`src/rtl/regfile_wr_demux.sv`:
```
// regfile_wr_demux: buffered one-hot write side of an 8-entry register file; `define REGFILE_R0_ZERO_EN hardwires r0 to zero
module regfile_wr_demux #(
    parameter int WIDTH = 16,
    parameter int DEPTH = 2
) (
    input  logic               clk,
    input  logic               reset,
    input  logic               wr_valid,
    output logic               wr_ready,
    input  logic [2:0]         wr_addr,
    input  logic [WIDTH-1:0]   wr_data,
    input  logic               flush,
    output logic [8*WIDTH-1:0] regs_flat,
    output logic [7:0]         wr_en_onehot,
    output logic [7:0]         pending_mask,
    output logic               busy
);
    localparam int CW = $clog2(DEPTH + 1);
    localparam int PW = DEPTH > 1 ? $clog2(DEPTH) : 1;
`ifdef REGFILE_R0_ZERO_EN
    localparam logic [7:0] WMASK = 8'hFE;
`else
    localparam logic [7:0] WMASK = 8'hFF;
`endif
    typedef enum logic {EMPTY, DRAIN} state_t;
    state_t state_q, state_d;
    logic [CW-1:0] count_q, count_d;
    logic [PW-1:0] head_q, head_d, tail_q, tail_d;
    logic [2:0] baddr_q[DEPTH], baddr_d[DEPTH];
    logic [WIDTH-1:0] bdata_q[DEPTH], bdata_d[DEPTH];
    logic [WIDTH-1:0] regs_q[8], regs_d[8];
    logic [7:0] wr_en_q, wr_en_d;
    logic push, pop;
    int idx;

    function automatic logic [PW-1:0] inc(input logic [PW-1:0] p);
        return p == PW'(DEPTH - 1) ? '0 : p + 1'b1;
    endfunction

    always_comb begin
        wr_ready = (count_q < CW'(DEPTH)) && !flush;
        push = wr_valid && wr_ready;
        pop = (count_q != '0) && !flush;
        count_d = flush ? '0 : count_q + CW'(push) - CW'(pop);
        head_d = flush ? '0 : pop ? inc(head_q) : head_q;
        tail_d = flush ? '0 : push ? inc(tail_q) : tail_q;
        baddr_d = baddr_q;
        bdata_d = bdata_q;
        if (push) begin
            baddr_d[tail_q] = wr_addr;
            bdata_d[tail_q] = wr_data;
        end
        wr_en_d = pop ? ((8'b1 << baddr_q[head_q]) & WMASK) : '0;
        regs_d = regs_q;
        for (int i = 0; i < 8; i++)
            if (wr_en_d[i]) regs_d[i] = bdata_q[head_q];
        state_d = flush ? EMPTY
                : state_q == EMPTY ? (push ? DRAIN : EMPTY)
                : (pop && count_q == CW'(1) && !push) ? EMPTY : DRAIN;
        // Walk the live entries from head, wrapping modulo DEPTH.
        pending_mask = '0;
        idx = 0;
        for (int k = 0; k < DEPTH; k++) begin
            idx = int'(head_q) + k;
            if (idx >= DEPTH) idx = idx - DEPTH;
            if (CW'(k) < count_q) pending_mask = pending_mask | (8'b1 << baddr_q[PW'(idx)]);
        end
        pending_mask = pending_mask & WMASK;
    end

    always_ff @(posedge clk) begin
        if (reset) begin
            state_q <= EMPTY;
            count_q <= '0;
            head_q  <= '0;
            tail_q  <= '0;
            baddr_q <= '{default: '0};
            bdata_q <= '{default: '0};
            regs_q  <= '{default: '0};
            wr_en_q <= '0;
        end else begin
            state_q <= state_d;
            count_q <= count_d;
            head_q  <= head_d;
            tail_q  <= tail_d;
            baddr_q <= baddr_d;
            bdata_q <= bdata_d;
            regs_q  <= regs_d;
            wr_en_q <= wr_en_d;
        end
    end

    for (genvar g = 0; g < 8; g++) begin : g_flat
        assign regs_flat[g*WIDTH +: WIDTH] = regs_q[g];
    end
    assign wr_en_onehot = wr_en_q;
    assign busy = state_q == DRAIN;
endmodule

```
`config.mk`:
```
export PLATFORM = sky130hd
export DESIGN_NAME = regfile_wr_demux
export DESIGN_NICKNAME = d
export VERILOG_FILES = /design/src/rtl/regfile_wr_demux.sv
export SDC_FILE = /design/constraint.sdc
export NUM_CORES = 1
export LEC_CHECK = 0
export CORE_AREA = 2 2 124 126
export DETAILED_ROUTE_END_ITERATION = 10
export DIE_AREA = 0 0 126 128
export HOLD_SLACK_MARGIN = 0.03
export MAX_ROUTING_LAYER = met4
export PLACE_DENSITY = 0.79
export SLEW_MARGIN = 10
export SYNTH_ARGS = -nofsm -noshare
export SYNTH_HDL_FRONTEND = slang
export SYNTH_SLANG_ARGS = --single-unit
```
`constraint.sdc`:
```
create_clock -name clk -period 2.3 [get_ports clk]
set_input_delay 0.345 -clock clk [delete_from_list [all_inputs] [get_ports clk]]
set_output_delay 0.345 -clock clk [all_outputs]
set_load 0.01 [all_outputs]
```
Yosys cells after proc, flatten, opt, wreduce, memory -nomap -nowiden
Cells that the tools add are included.
W data, S select, Z words.
{ "word_totals": {"wordCells": 79, "input_bits": 23, "regBits": 179, "out_inout_bits": 146} }
{ "op_classes": {"muxes": 26, "eq_ne": 1, "n_addsub": 7, "bitwise_logic": 5, "n_lt_le_gt_ge": 10, "n_reduce_logical": 10, "shift": 3} }
{ "ops": {"columns": ["op", "n"], "rows": [
  ["$mux W16", 4],
  ["$bwmux W32", 1],
  ["$mux W3", 8],
  ["$mux W8", 3],
  ["$shl A1 B3 Y8 const A", 3],
  ["$demux W16 S1", 1],
  ["$or A8 B8 Y8", 1],
  ["$mux W1", 7],
  ["$bwmux W6", 1],
  ["$ge A1 B2 Y1 const B", 3],
  ["$ge A2 B2 Y1 const B", 3],
  ["$logic_and A1 B1 Y1", 6],
  ["$lt A1 B2 Y1 const A", 2],
  ["$not A1 Y2", 2],
  ["$demux W3 S1", 1],
  ["$add A1 B1 Y1 const B", 2],
  ["$add A1 B1 Y2 const B", 1],
  ["$add A2 B1 Y2", 1],
  ["$eq A2 B1 Y1 const B", 1],
  ["$logic_not A1 Y1", 2],
  ["$lt A2 B1 Y1 const B", 1],
  ["$lt A2 B2 Y1 const B", 1],
  ["$not A1 Y1", 2],
  ["$reduce_bool A2 Y1", 1],
  ["other kinds (3)", 4]
]} }

Depth between registers and ports, before layout
Gate-level depths: netlist (run 1).
{ "logic_depth": {"word_depth": 10, "ltp_mapped": 6, "ltp_nobuf": 6} }

Worst setup path before layout (run 1)
OpenSTA, ideal clock, no wires.
{ "synth_timing": {"kind": "reg-to-reg", "from": "register head_q", "to": "register regs_q (netlist bit regs_flat[21])", "t_required_ns": 2.228, "period_less_slack_ns": 1.809, "arrival_time_ns": 1.738, "setup_ns": 0.072, "slack_ns": 0.491, "stages_incl_launch_ff": 7, "path_cell_list": "dfxtp_1 > buf_6 > buf_6 > mux2_4 > a211oi_4 > buf_8 > mux2i_1"} }
{ "synth_via": {"elab_chain_cells": 6} }
{ "synth_rtl": {"columns": ["item", "line", "rtl"], "rows": [
  ["start, declared", "28", "logic [PW-1:0] head_q, head_d, tail_q, tail_d;"],
  ["start signal, assigned", "75", "head_q <= '0;"],
  ["start signal, assigned", "84", "head_q <= head_d;"],
  ["$not A1 Y2 (not written as such) *", "53, 56", null],
  ["$mux W3 (not written as such) (3 in a row)", "53", "wr_en_d = pop ? ((8'b1 << baddr_q[head_q]) & WMASK) : '0;"],
  ["$shl A1 B3 Y8", "53", null],
  ["$mux W8", "53", null],
  ["end signal, assigned", "88", "regs_q <= regs_d;"],
  ["end, declared", "31", "logic [WIDTH-1:0] regs_q[8], regs_d[8];"]
]} }
Every way passes the cells marked *; elsewhere a longest branch is shown, timed or not. The select of a mux whose other input is x is not followed.
A chain may end at the register's enable or synchronous reset.

Final worst setup path (run 1)
{ "layout_timing": {"from": "register count_q[0]", "to": "output pending_mask[0]"} }
{ "layout_via": {"elab_chain_cells": 4} }
{ "layout_rtl": {"columns": ["item", "line", "rtl"], "rows": [
  ["start, declared", "27", "logic [CW-1:0] count_q, count_d;"],
  ["start signal, assigned", "83", "count_q <= count_d;"],
  ["$lt A1 B2 Y1", "66", "if (CW'(k) < count_q) pending_mask = pending_mask | (8'b1 << baddr_q[PW'(idx)]);"],
  ["$mux W8", "66", null],
  ["$or A8 B8 Y8", "66", null],
  ["$mux W8 *", "66", null],
  ["end, declared", "15", "output logic [7:0] pending_mask,"]
]} }
Every way passes the cells marked *; elsewhere a longest branch is shown, timed or not.

==> PnR_summary.wiki, run 1 <==
{| class="wikitable"
! Metric !! Value
|-
| Result of the run || completed
|-
| IO Count || ~170
|-
| Total routing resource utilization after global routing || 23.0%
|-
| Final critical-path share of the clock period || slightly below 100%
|-
| Clock tree from TritonCTS || done
|-
| Vias post-DR || 5439
|-
| Clock Path Buffers || 2
|-
| Reported leakage power || 3.60 nW
|-
| Summed negative setup slack over all endpoints || 0 ps
|-
| Gate count after technology mapping || roughly 700
|-
| Type of the worst min-delay path || input pin to flip-flop
|-
| Most frequent cells in the layout || 178 x dfxtp_1, 167 x clkdlybuf4s50_1, 144 x mux2i_1
|-
| Async set-or-reset flop fraction in the synthesized netlist || 0%
|-
| Number of synthesized flops with an enable pin || 0
|-
| Most common cell after layout, fill and taps aside || dfxtp_1
|-
| Sequential share of the synthesized area || 49.4%
|-
| Final setup violating endpoints || 0
|-
| Number of buffers added on ports || 168
|-
| CTS Root Cell || clkbuf_16
|-
| Antenna fix cells || 0
|-
| Kind of start point of the critical path || flip-flop
|-
| Number of remaining DRC errors || 0
|-
| Die footprint || 16100 µm²
|-
| Drt pass-1 iters || 5
|-
| Die Y-Extent || around 130 µm
|-
| Power consumption || ~6.3 mW
|-
| Category of the worst setup path capture point || primary output
|-
| Hpwl dp || 12500 µm
|-
| Slew Limit Fails || 0
|-
| Synthesis-to-finish area growth || 33.8%
|-
| Tightest slew margin relative to the limit || 37.7%
|-
| Starting Density || 48.8%
|-
| Number of cells on the worst hold path || 2
|-
| End of the worst register-to-register path || regs_flat[98]$_SDFFE_PP0P_
|-
| GRT Residual Overflow || 0
|-
| Final critical-path required period || between 2000 and 2500 ps
|-
| Slew of the pin with the lowest slew margin || 933 ps
|-
| Number of cells on the worst reg-to-reg path || 4
|-
| Synthesized netlist net count || ~730
|-
| Sinks on the clock net || around 180
|-
| Antenna violations before repair || 0
|-
| Fraction of final layout cells with drive strength greater than 1 || approximately a tenth
|-
| Number of H-tree branching levels || 4
|-
| Yosys warning total || 0
|-
| # rows || 45
|-
| Layout Nets || 882
|-
| Clock Pin Slew Worst Setup and Hold Paths || about 70 ps
|-
| Worst clock skew || about 10 ps
|-
| Number of hold violations in the final report || 0
|-
| Source of the worst hold timing path || reset
|-
| Crit Path Category || flip-flop to primary output
|-
| Worst endpoint required time || a little under 2000 ps
|-
| Wire length reported by the detailed router || approximately 18000 µm
|-
| Setup repair after global routing missed its margin || false
|-
| CORE AREA || about 15000 µm²
|-
| Hold_buf cts || 0
|-
| Clock insertion delay at the later pin of the skew report || around 430 ps
|-
| Arrival @ worst endpoint || between 1500 and 2000 ps
|-
| Unique cell type count in the Yosys netlist || 35
|-
| Floorplan die width || roughly 130 µm
|-
| Maximum clock rate || 0.448 GHz
|-
| Cell area power density || approximately 650 nW/µm²
|-
| Maximum vdd drop || ~510 µV
|-
| Capture endpoint of the worst hold path || bdata_q[20]$_SDFFE_PP0P_
|-
| Maximum number of pins on one net before global-route repair || between 70 and 80
|-
| Internal reg-to-reg setup slack || ~500 ps
|-
| Largest fanout of any net on the critical path || 8
|-
| Reg-to-Reg Start || baddr_q[4]$_SDFFE_PP0P_
|-
| Number of global-route vias before repair || about 5400
|-
| Number of buffers created by CTS || 17
|-
| Global-route wire length before repair || approximately 28000 µm
|-
| Synthesized area divided by synthesized cell count || a little over 10 µm²
|-
| Flops & latches, synth || 179
|-
| Max cap viols || 0
|-
| Syn Std Cell Area || between 7000 and 8000 µm²
|-
| # fillers || about 1200
|-
| Drt first-iter violations || 317
|-
| Antenna-violating nets left || 0
|-
| Leading register cell type out of synthesis || dfxtp_1
|-
| Per-cell via count in the routed design || between 5 and 6
|-
| Routed wirelength normalized by instance count || between 15 and 20 µm
|-
| Fin Hold WS || between 150 and 200 ps
|-
| Routability-driven placement congestion ratio || between 0.7 and 0.8
|}
-- final cells by class --
class / instances / area, µm² / share of cell area (%)
Sequential cell: 179 / 3590 / 37.0
Timing Repair Buffer: 189 / 1910 / 19.7
Clock buffer: 24 / 492 / 5.07
Clock inverter: 8 / 100 / 1.03
Multi-Input combinational cell: 471 / 3370 / 34.8
Tap cell: 188 / 235 / 2.43
-- synthesized netlist by cell type (3+ instances only) --
| cell | instances | area [µm²] |
|---|---|---|
| a211oi_4 | 4 | 80.1 |
| a21oi_1 | 39 | 195 |
| buf_1 | 16 | 60.1 |
| buf_2 | 7 | 35.0 |
| buf_6 | 6 | 67.6 |
| clkbuf_1 | 27 | 101 |
| dfxtp_1 | 179 | 3580 |
| mux2i_1 | 144 | 1440 |
| nand2_1 | 79 | 297 |
| nand2b_1 | 131 | 820 |
| nor2_1 | 12 | 45.0 |
| nor3_1 | 15 | 75.1 |
| nor3b_1 | 3 | 22.5 |
| o211ai_2 | 4 | 50.1 |
| or2_2 | 17 | 106 |
-- cell families after synthesis --
| group | Yosys count | share of synthesized area [%] |
|---|---|---|
| AO/OA/AOI/OAI | 50 | 4.80 |
| XOR/XNOR | 4 | 0.483 |
| adder cells (fa/ha/maj) | 1 | 0.173 |
| buffers and inverters | 60 | 4.26 |
| flip-flops | 179 | 49.4 |
| multiplexers | 146 | 20.4 |
| AND/OR/NAND/NOR | 270 | 20.5 |
-- what timing repair did --
action	CTS	global route
setup buffers	0	0
cloned	0	0
setup endpoints to repair	4	7
resized for setup	1	2
-- critical path, cell delays in order (launching register included) --
cell and delay (ps):
dfxtp_4 390, nor2_1 70, or2_2 310, nor3_1 140, clkdlybuf4s50_1 560
-- sequential cells by signal (all words and copies together), names as in the netlist --
name	flops
regs_flat	128
bdata_q	32
wr_en_onehot	8
baddr_q	6
count_q	2
busy	1
head_q	1
tail_q	1
-- per-layer routing --
metal  wire length, µm  part of all wire, %  track usage, %  up-vias
li1                  -                    -               -     2637
met2              9040                   49            38.6      145
met1              8300                   45            28.5     2640
met3               707                  3.9            4.01       17
met5                 0                    0               -        -
met4               252                  1.4            7.30        0
-- stage by stage --
step                setup slack, ps  instances  util (%)  instance area, µm²
global placement                204       1027      61.2                9100
finish                         65.9       1059      65.2                9700
detailed placement              150       1027      61.2                9100
CTS                            12.1       1059      65.2                9700
global route                   3.17       1059      65.2                9700
floorplan                       491        710         -                7250
-- worst max-delay path by stage --
stage                                from                         end  slack, ps  cells past startpoint
global placement                    flush    bdata_q[30]$_SDFFE_PP0P_        200                      4
CTS                 count_q[1]$_SDFF_PP0_             pending_mask[4]         10                      4
detailed placement                  flush  regs_flat[90]$_SDFFE_PP0P_        150                      5
global route        count_q[0]$_SDFF_PP0_             pending_mask[0]          3                      4
finish              count_q[0]$_SDFF_PP0_             pending_mask[0]         70                      4
floorplan             head_q$_SDFFE_PP0P_  regs_flat[21]$_SDFFE_PP0P_        490                      6
-- where the power goes --
| part | internal (mW) | switching, mW | total (mW) | leakage [nW] |
|---|---|---|---|---|
| Combinational | 0.147 | 0.164 | 0.312 | 1.88 |
| Sequential | 3.13 | 0.0223 | 3.15 | 1.44 |
| Clock | 1.71 | 1.17 | 2.88 | 0.278 |
Power figures use the tool's default switching activity.
==> inputs of run 2 (changes only) <==
==> constraint.sdc (replaced) <==
create_clock -name clk -period 2.3 [get_ports clk]
set_input_delay 0.345 -clock clk [delete_from_list [all_inputs] [get_ports clk]]
set_output_delay 0.345 -clock clk [all_outputs]
set_load 0.05 [all_outputs]
==> PnR_summary.wiki, run 2 (same netlist as run 1, synthesis figures left out) <==
{| class="wikitable"
! Metric !! Value
|-
| Result of the run || completed
|-
| IO Count || between 150 and 200
|-
| Worst path max stage delay || 470 ps
|-
| Clock tree from TritonCTS || done
|-
| Hpwl dp || roughly 12000 µm
|-
| Source of the worst hold timing path || reset
|-
| Wire length reported by the detailed router || 17800 µm
|-
| Summed negative setup slack over all endpoints || 0 ps
|-
| Tightest slew margin relative to the limit || 38.1%
|-
| Category of the worst setup path capture point || primary output
|-
| Kind of start point of the critical path || flip-flop
|-
| Final setup violating endpoints || 0
|-
| GRT Residual Overflow || 0
|-
| Drt pass-1 iters || 4
|-
| Maximum clock rate || roughly 0.46 GHz
|-
| Fraction of final layout cells with drive strength greater than 1 || a little over a tenth
|-
| Total routing resource utilization after global routing || between 20 and 25%
|-
| Instance area at placement || just over 9000 µm²
|-
| Type of the worst min-delay path || input pin to flip-flop
|-
| Cell with the largest stage delay on the worst path || dfxtp_1
|-
| Maximum number of pins on one net before global-route repair || 58
|-
| Number of H-tree branching levels || 4
|-
| Largest fanout of any net on the critical path || 8
|-
| Number of remaining DRC errors || 0
|-
| Maximum vdd drop || 493 µV
|-
| Die Y-Extent || around 130 µm
|-
| Clock Pin Slew Worst Setup and Hold Paths || approximately 70 ps
|-
| Crit Path Category || flip-flop to primary output
|-
| Number of flip-flops in the largest register || 128
|-
| Starting Density || 48.8%
|-
| Reported leakage power || 3.65 nW
|-
| Sinks on the clock net || between 150 and 200
|-
| Antenna-violating nets left || 0
|-
| Synthesis-to-finish area growth || 34.6%
|-
| Routability-driven placement congestion ratio || 0.776
|-
| Die footprint || between 15000 and 20000 µm²
|-
| Most common cell after layout, fill and taps aside || dfxtp_1
|-
| Final critical-path required period || between 2000 and 2500 ps
|-
| Clock insertion delay at the later pin of the skew report || 430 ps
|-
| Antenna violations before repair || 0
|-
| # rows || 45
|-
| Layout Nets || between 800 and 900
|-
| Most frequent cells in the layout || 178 x dfxtp_1, 158 x clkdlybuf4s50_1, 144 x mux2i_1
|-
| Hold_buf cts || 0
|-
| CTS Root Cell || clkbuf_16
|-
| Number of buffers created by CTS || 17
|-
| Number of global-route vias before repair || 5248
|-
| Max cap viols || 0
|-
| Cell area power density || roughly 670 nW/µm²
|-
| # fillers || 1128
|-
| Worst clock skew || about 9.1 ps
|-
| Number of hold violations in the final report || 0
|-
| Drt first-iter violations || between 300 and 400
|-
| Final Cell Area || about 9800 µm²
|-
| Antenna fix cells || 0
|-
| Global-route wire length before repair || 28000 µm
|-
| Floorplan die width || ~130 µm
|-
| Number of setup buffers added after CTS || 0
|-
| Worst endpoint required time || between 1500 and 2000 ps
|-
| Routed wirelength normalized by instance count || 16.8 µm
|-
| Setup repair after global routing missed its margin || false
|-
| Dominant delay contributor by cell family on the critical path || simple AND/OR/NAND/NOR gates
|-
| Vias post-DR || 5345
|-
| First element of the critical path || count_q[0]$_SDFF_PP0_
|-
| Per-cell via count in the routed design || roughly 5
|-
| Fraction of the core area covered by cells at the end of the flow || 65.6%
|-
| Arrival @ worst endpoint || 1810 ps
|-
| Slew Limit Fails || 0
|-
| Reg-to-Reg Start || head_q$_SDFFE_PP0P_
|-
| CORE AREA || 14900 µm²
|-
| Buffers & Inverters on Critical Path || 1
|-
| Slew of the pin with the lowest slew margin || a little over 900 ps
|-
| Number of buffers added on ports || ~170
|-
| Clock Path Buffers || 2
|-
| Critical path cell sequence || nor2_1 > or2_2 > nor3_1 > buf_12
|-
| Final critical-path share of the clock period || about 94%
|}
## run 2: cell types whose count changed in the layout (fill, tap and decap cells not counted), sizes merged
cell / before / now
clkdlybuf4s50: 167 / 158
clkinvlp: 4 / 2
bufinv: 2 / 4
clkinv: 2 / 3
buf: 22 / 30
clkbuf: 24 / 22
## run 2: where the power goes
group	switching, mW	internal (mW)	leakage, nW
registers	0.0222	3.13	1.44
clock network	1.17	1.87	0.296
logic	0.179	0.149	1.91
## run 2: cell type report
type	instances	area, µm²	area share, %
sequential	179	3580	36.7
multi-input combinational	471	3370	34.6
timing repair buffer	188	1940	19.9
clock buffer	22	464	4.76
tap	188	235	2.41
clock inverter	9	154	1.58
## run 2: metal layers
metal  vias to the layer above  global-route usage [%]  routed length, µm
met5                         -                       -                  0
met4                         0                    7.11                238
met3                        16                    5.01                738
met2                       131                    36.4               8630
met1                      2559                    28.9               8160
li1                       2639                       -                  -
## run 2: worst paths after layout
kind	end	slack [ps]	depth (start not counted)
max	pending_mask[0]	150	4
min	bdata_q[4]$_SDFFE_PP0P_	390	2
max reg2reg	regs_flat[72]$_SDFFE_PP0P_	450	4
min reg2reg	bdata_q[31]$_SDFFE_PP0P_	450	2
## run 2: through the flow
step | cells | total power, mW | setup WS, ps | hold slack, ps
4_1_cts | 1057 | 6.55 | 142 | 383
3_5_place_dp | 1026 | 3.54 | 106 | 446
6_report | 1057 | 6.52 | 148 | 387
2_1_floorplan | 710 | 3.43 | 17.3 | 436
5_1_grt | 1057 | 6.69 | 74.2 | 411
3_3_place_gp | 1026 | 3.54 | 167 | 441
## run 2: repair_timing
item	4_1_cts	5_1_grt
endpoints found under the setup margin	1	0
hold endpoints to repair	0	0
gates resized for setup	1	0
==> inputs of run 3 (changes only) <==
--- a/config.mk
+++ b/config.mk
@@ -5,12 +5,12 @@
 export SDC_FILE = /design/constraint.sdc
 export NUM_CORES = 1
 export LEC_CHECK = 0
-export CORE_AREA = 2 2 124 126
+export CORE_AREA = 2 2 174 176
 export DETAILED_ROUTE_END_ITERATION = 10
-export DIE_AREA = 0 0 126 128
+export DIE_AREA = 0 0 176 178
+export GPL_TIMING_DRIVEN = 0
 export HOLD_SLACK_MARGIN = 0.03
 export MAX_ROUTING_LAYER = met4
-export PLACE_DENSITY = 0.79
 export SLEW_MARGIN = 10
 export SYNTH_ARGS = -nofsm -noshare
 export SYNTH_HDL_FRONTEND = slang
==> PnR_summary.wiki, run 3 (same netlist as run 1, synthesis figures left out) <==
{| class="wikitable"
! Metric !! Value
|-
| Relative contribution of the clock network to total power || 44.8%
|-
| Clock Pin Slew Worst Setup and Hold Paths || roughly 70 ps
|-
| Total area of multi-input combinational cells || 3370 µm²
|-
| Global-route wire length before repair || 32800 µm
|-
| Die Y-Extent || 178 µm
|-
| Reported leakage power || between 3 and 4 nW
|-
| Antenna violations before repair || 0
|-
| Switching pwr || around 1.5 mW
|-
| Number of buffers created by CTS || 17
|-
| Number of flip-flops in the largest register || 128
|-
| Routing usage on met3 || between 2 and 3%
|-
| Final critical-path required period || 2190 ps
|-
| Reg-to-Reg Start || head_q$_SDFFE_PP0P_
|-
| Final setup violating endpoints || 0
|-
| Clock Path Buffers || 2
|-
| Logic pwr share || under 10%
|-
| Sw frac || between 20% and 30%
|-
| GR Util met1 || a little under a fifth
|-
| Internal Pwr Total || just under 5 mW
|-
| Routed wirelength normalized by instance count || around 17 µm
|-
| Drt first-iter violations || ~220
|-
| Cell with the largest stage delay on the worst path || dlygate4sd2_1
|-
| # rows || 63
|-
| IO Count || roughly 170
|-
| Number of hold violations in the final report || 0
|-
| Layout Nets || 921
|-
| Synthesis-to-finish area growth || 37.7%
|-
| Arrival @ worst endpoint || ~1800 ps
|-
| Starting Density || approximately a quarter
|-
| Die footprint || 31300 µm²
|-
| Number of global-route vias before repair || approximately 5400
|-
| Largest fanout of any net on the critical path || 10
|-
| Source of the worst hold timing path || bdata_q[29]$_SDFFE_PP0P_
|-
| Antenna fix cells || 0
|-
| Number of cells on the worst reg-to-reg path || 6
|-
| Summed negative setup slack over all endpoints || 0 ps
|-
| GRT Residual Overflow || 0
|-
| Number of setup buffers added after CTS || 0
|-
| Worst path max stage delay || roughly 540 ps
|-
| Kind of start point of the critical path || flip-flop
|-
| Tightest slew margin relative to the limit || 35.5%
|-
| Sinks on the clock net || 179
|-
| Per-cell via count in the routed design || 4.16
|-
| Slew of the pin with the lowest slew margin || between 900 and 1000 ps
|-
| Register area || approximately 3600 µm²
|-
| First element of the critical path || count_q[1]$_SDFF_PP0_
|-
| CTS Root Cell || clkbuf_16
|-
| Most common cell after layout, fill and taps aside || dfxtp_1
|-
| Number of cells on the worst hold path || 2
|-
| Number of buffers added on ports || 168
|-
| CORE AREA || about 30000 µm²
|-
| Result of the run || completed
|-
| Slew Limit Fails || 0
|-
| Final critical-path share of the clock period || 95.2%
|-
| Routability-driven placement congestion ratio || approximately 0.76
|-
| Maximum number of pins on one net before global-route repair || 17
|-
| Floorplan die width || 176 µm
|-
| Wire length reported by the detailed router || 21800 µm
|-
| DP Worst Slack || -1080 ps
|-
| Critical path cell sequence || clkbuf_4 > o21ai_0 > nor2_1 > dlygate4sd2_1
|-
| Vias post-DR || approximately 5400
|-
| Max cap viols || 0
|-
| Hold_buf cts || 0
|-
| Type of the worst min-delay path || flip-flop to flip-flop
|-
| Number of remaining DRC errors || 0
|-
| Crit Path Category || flip-flop to primary output
|-
| Setup ws final || around 110 ps
|-
| End of the worst register-to-register path || regs_flat[37]$_SDFFE_PP0P_
|-
| Hpwl dp || approximately 16000 µm
|-
| Total routing resource utilization after global routing || between 10% and 20%
|-
| Capture endpoint of the worst hold path || bdata_q[29]$_SDFFE_PP0P_
|-
| Fraction of final layout cells with drive strength greater than 1 || 10.4%
|-
| Clock insertion delay at the later pin of the skew report || between 400 and 500 ps
|-
| Antenna-violating nets left || 0
|-
| Setup repair after global routing missed its margin || false
|-
| Peak-usage layer in the global routing report || met2
|-
| Number of H-tree branching levels || 4
|-
| Drt pass-1 iters || 4
|-
| Maximum vdd drop || 461 µV
|-
| Clock tree from TritonCTS || done
|-
| Worst endpoint required time || 1960 ps
|-
| # fillers || slightly above 3000
|-
| Sequential share of power || roughly half
|-
| Maximum clock rate || approximately 0.46 GHz
|-
| Met2 capacity usage during global routing || between 20% and 30%
|-
| Internal reg-to-reg setup slack || roughly 160 ps
|-
| Category of the worst setup path capture point || primary output
|-
| Most frequent cells in the layout || 179 x dfxtp_1, 159 x clkdlybuf4s50_1, 144 x mux2i_1
|-
| Worst clock skew || 8.76 ps
|-
| Cell area power density || ~630 nW/µm²
|}
run 3: cell count changes in the layout (fill, tap and decap cells not counted), sizes merged:
cell	change
buf	+6
bufinv	-3
clkbuf	+28
clkdlybuf4s50	+1
clkinv	+3
clkinvlp	+2
dlygate4sd2	+1
dlymetal6s2s	+1
inv	+2
run 3: worst max-delay path, delay by kind of cell (launching register included):
| family | cells | cell delay [ps] |
|---|---|---|
| simple gates | 1 | 140 |
| flops | 1 | 360 |
| compound gates | 1 | 170 |
| buf+inv | 2 | 750 |
run 3: per-stage QoR:
step           total power [mW]  hold WS (ps)  cells  cell area (µm²)  utilization, %
2_1_floorplan              3.43           436    710             7250               -
3_3_place_gp               3.57           441   1268             9420            32.0
3_5_place_dp               3.57           447   1268             9420            32.0
4_1_cts                    6.42           456   1300             9990            34.0
5_1_grt                    6.57           472   1300             9980            33.9
6_report                   6.33           453   1300             9980            33.9
run 3: worst max path at each step:
stage | to | cells after the start
6_report | pending_mask[6] | 4
5_1_grt | pending_mask[6] | 4
4_1_cts | baddr_q[4]$_SDFFE_PP0P_ | 6
3_5_place_dp | baddr_q[4]$_SDFFE_PP0P_ | 6
3_3_place_gp | busy$_SDFF_PP0_ | 6
2_1_floorplan | pending_mask[0] | 4
run 3: timing repair:
item | in CTS | in global routing
endpoints found under the hold margin | 0 | 0
pin swaps | 0 | 1
gates resized for setup | 23 | 27
endpoints found under the setup margin | 113 | 53
cloned | 0 | 0
run 3: routing by layer:
layer / vias to the layer above / wire, µm
li1: 2717 / -
met1: 2570 / 10600
met2: 109 / 10300
met3: 15 / 798
met4: 0 / 176
met5: - / 0
run 3: power by group through the flow:
stage                     clock network [mW]  logic, mW  registers (mW)
after detailed placement                   0      0.362            3.21
after CTS                               2.92      0.362            3.14
after global routing                    3.04      0.389            3.14
final                                   2.84      0.356            3.14
after global placement                     0      0.361            3.21
after floorplan                            0      0.209            3.22
run 3: cell type report:
| type | count | share of cell area [%] |
|---|---|---|
| Multi-Input combinational cell | 471 | 33.7 |
| Clock inverter | 13 | 1.29 |
| Clock buffer | 19 | 4.44 |
| Buffer | 60 | 3.22 |
| Timing Repair Buffer | 168 | 16.5 |
| Tap cell | 390 | 4.89 |
| Sequential cell | 179 | 35.9 |
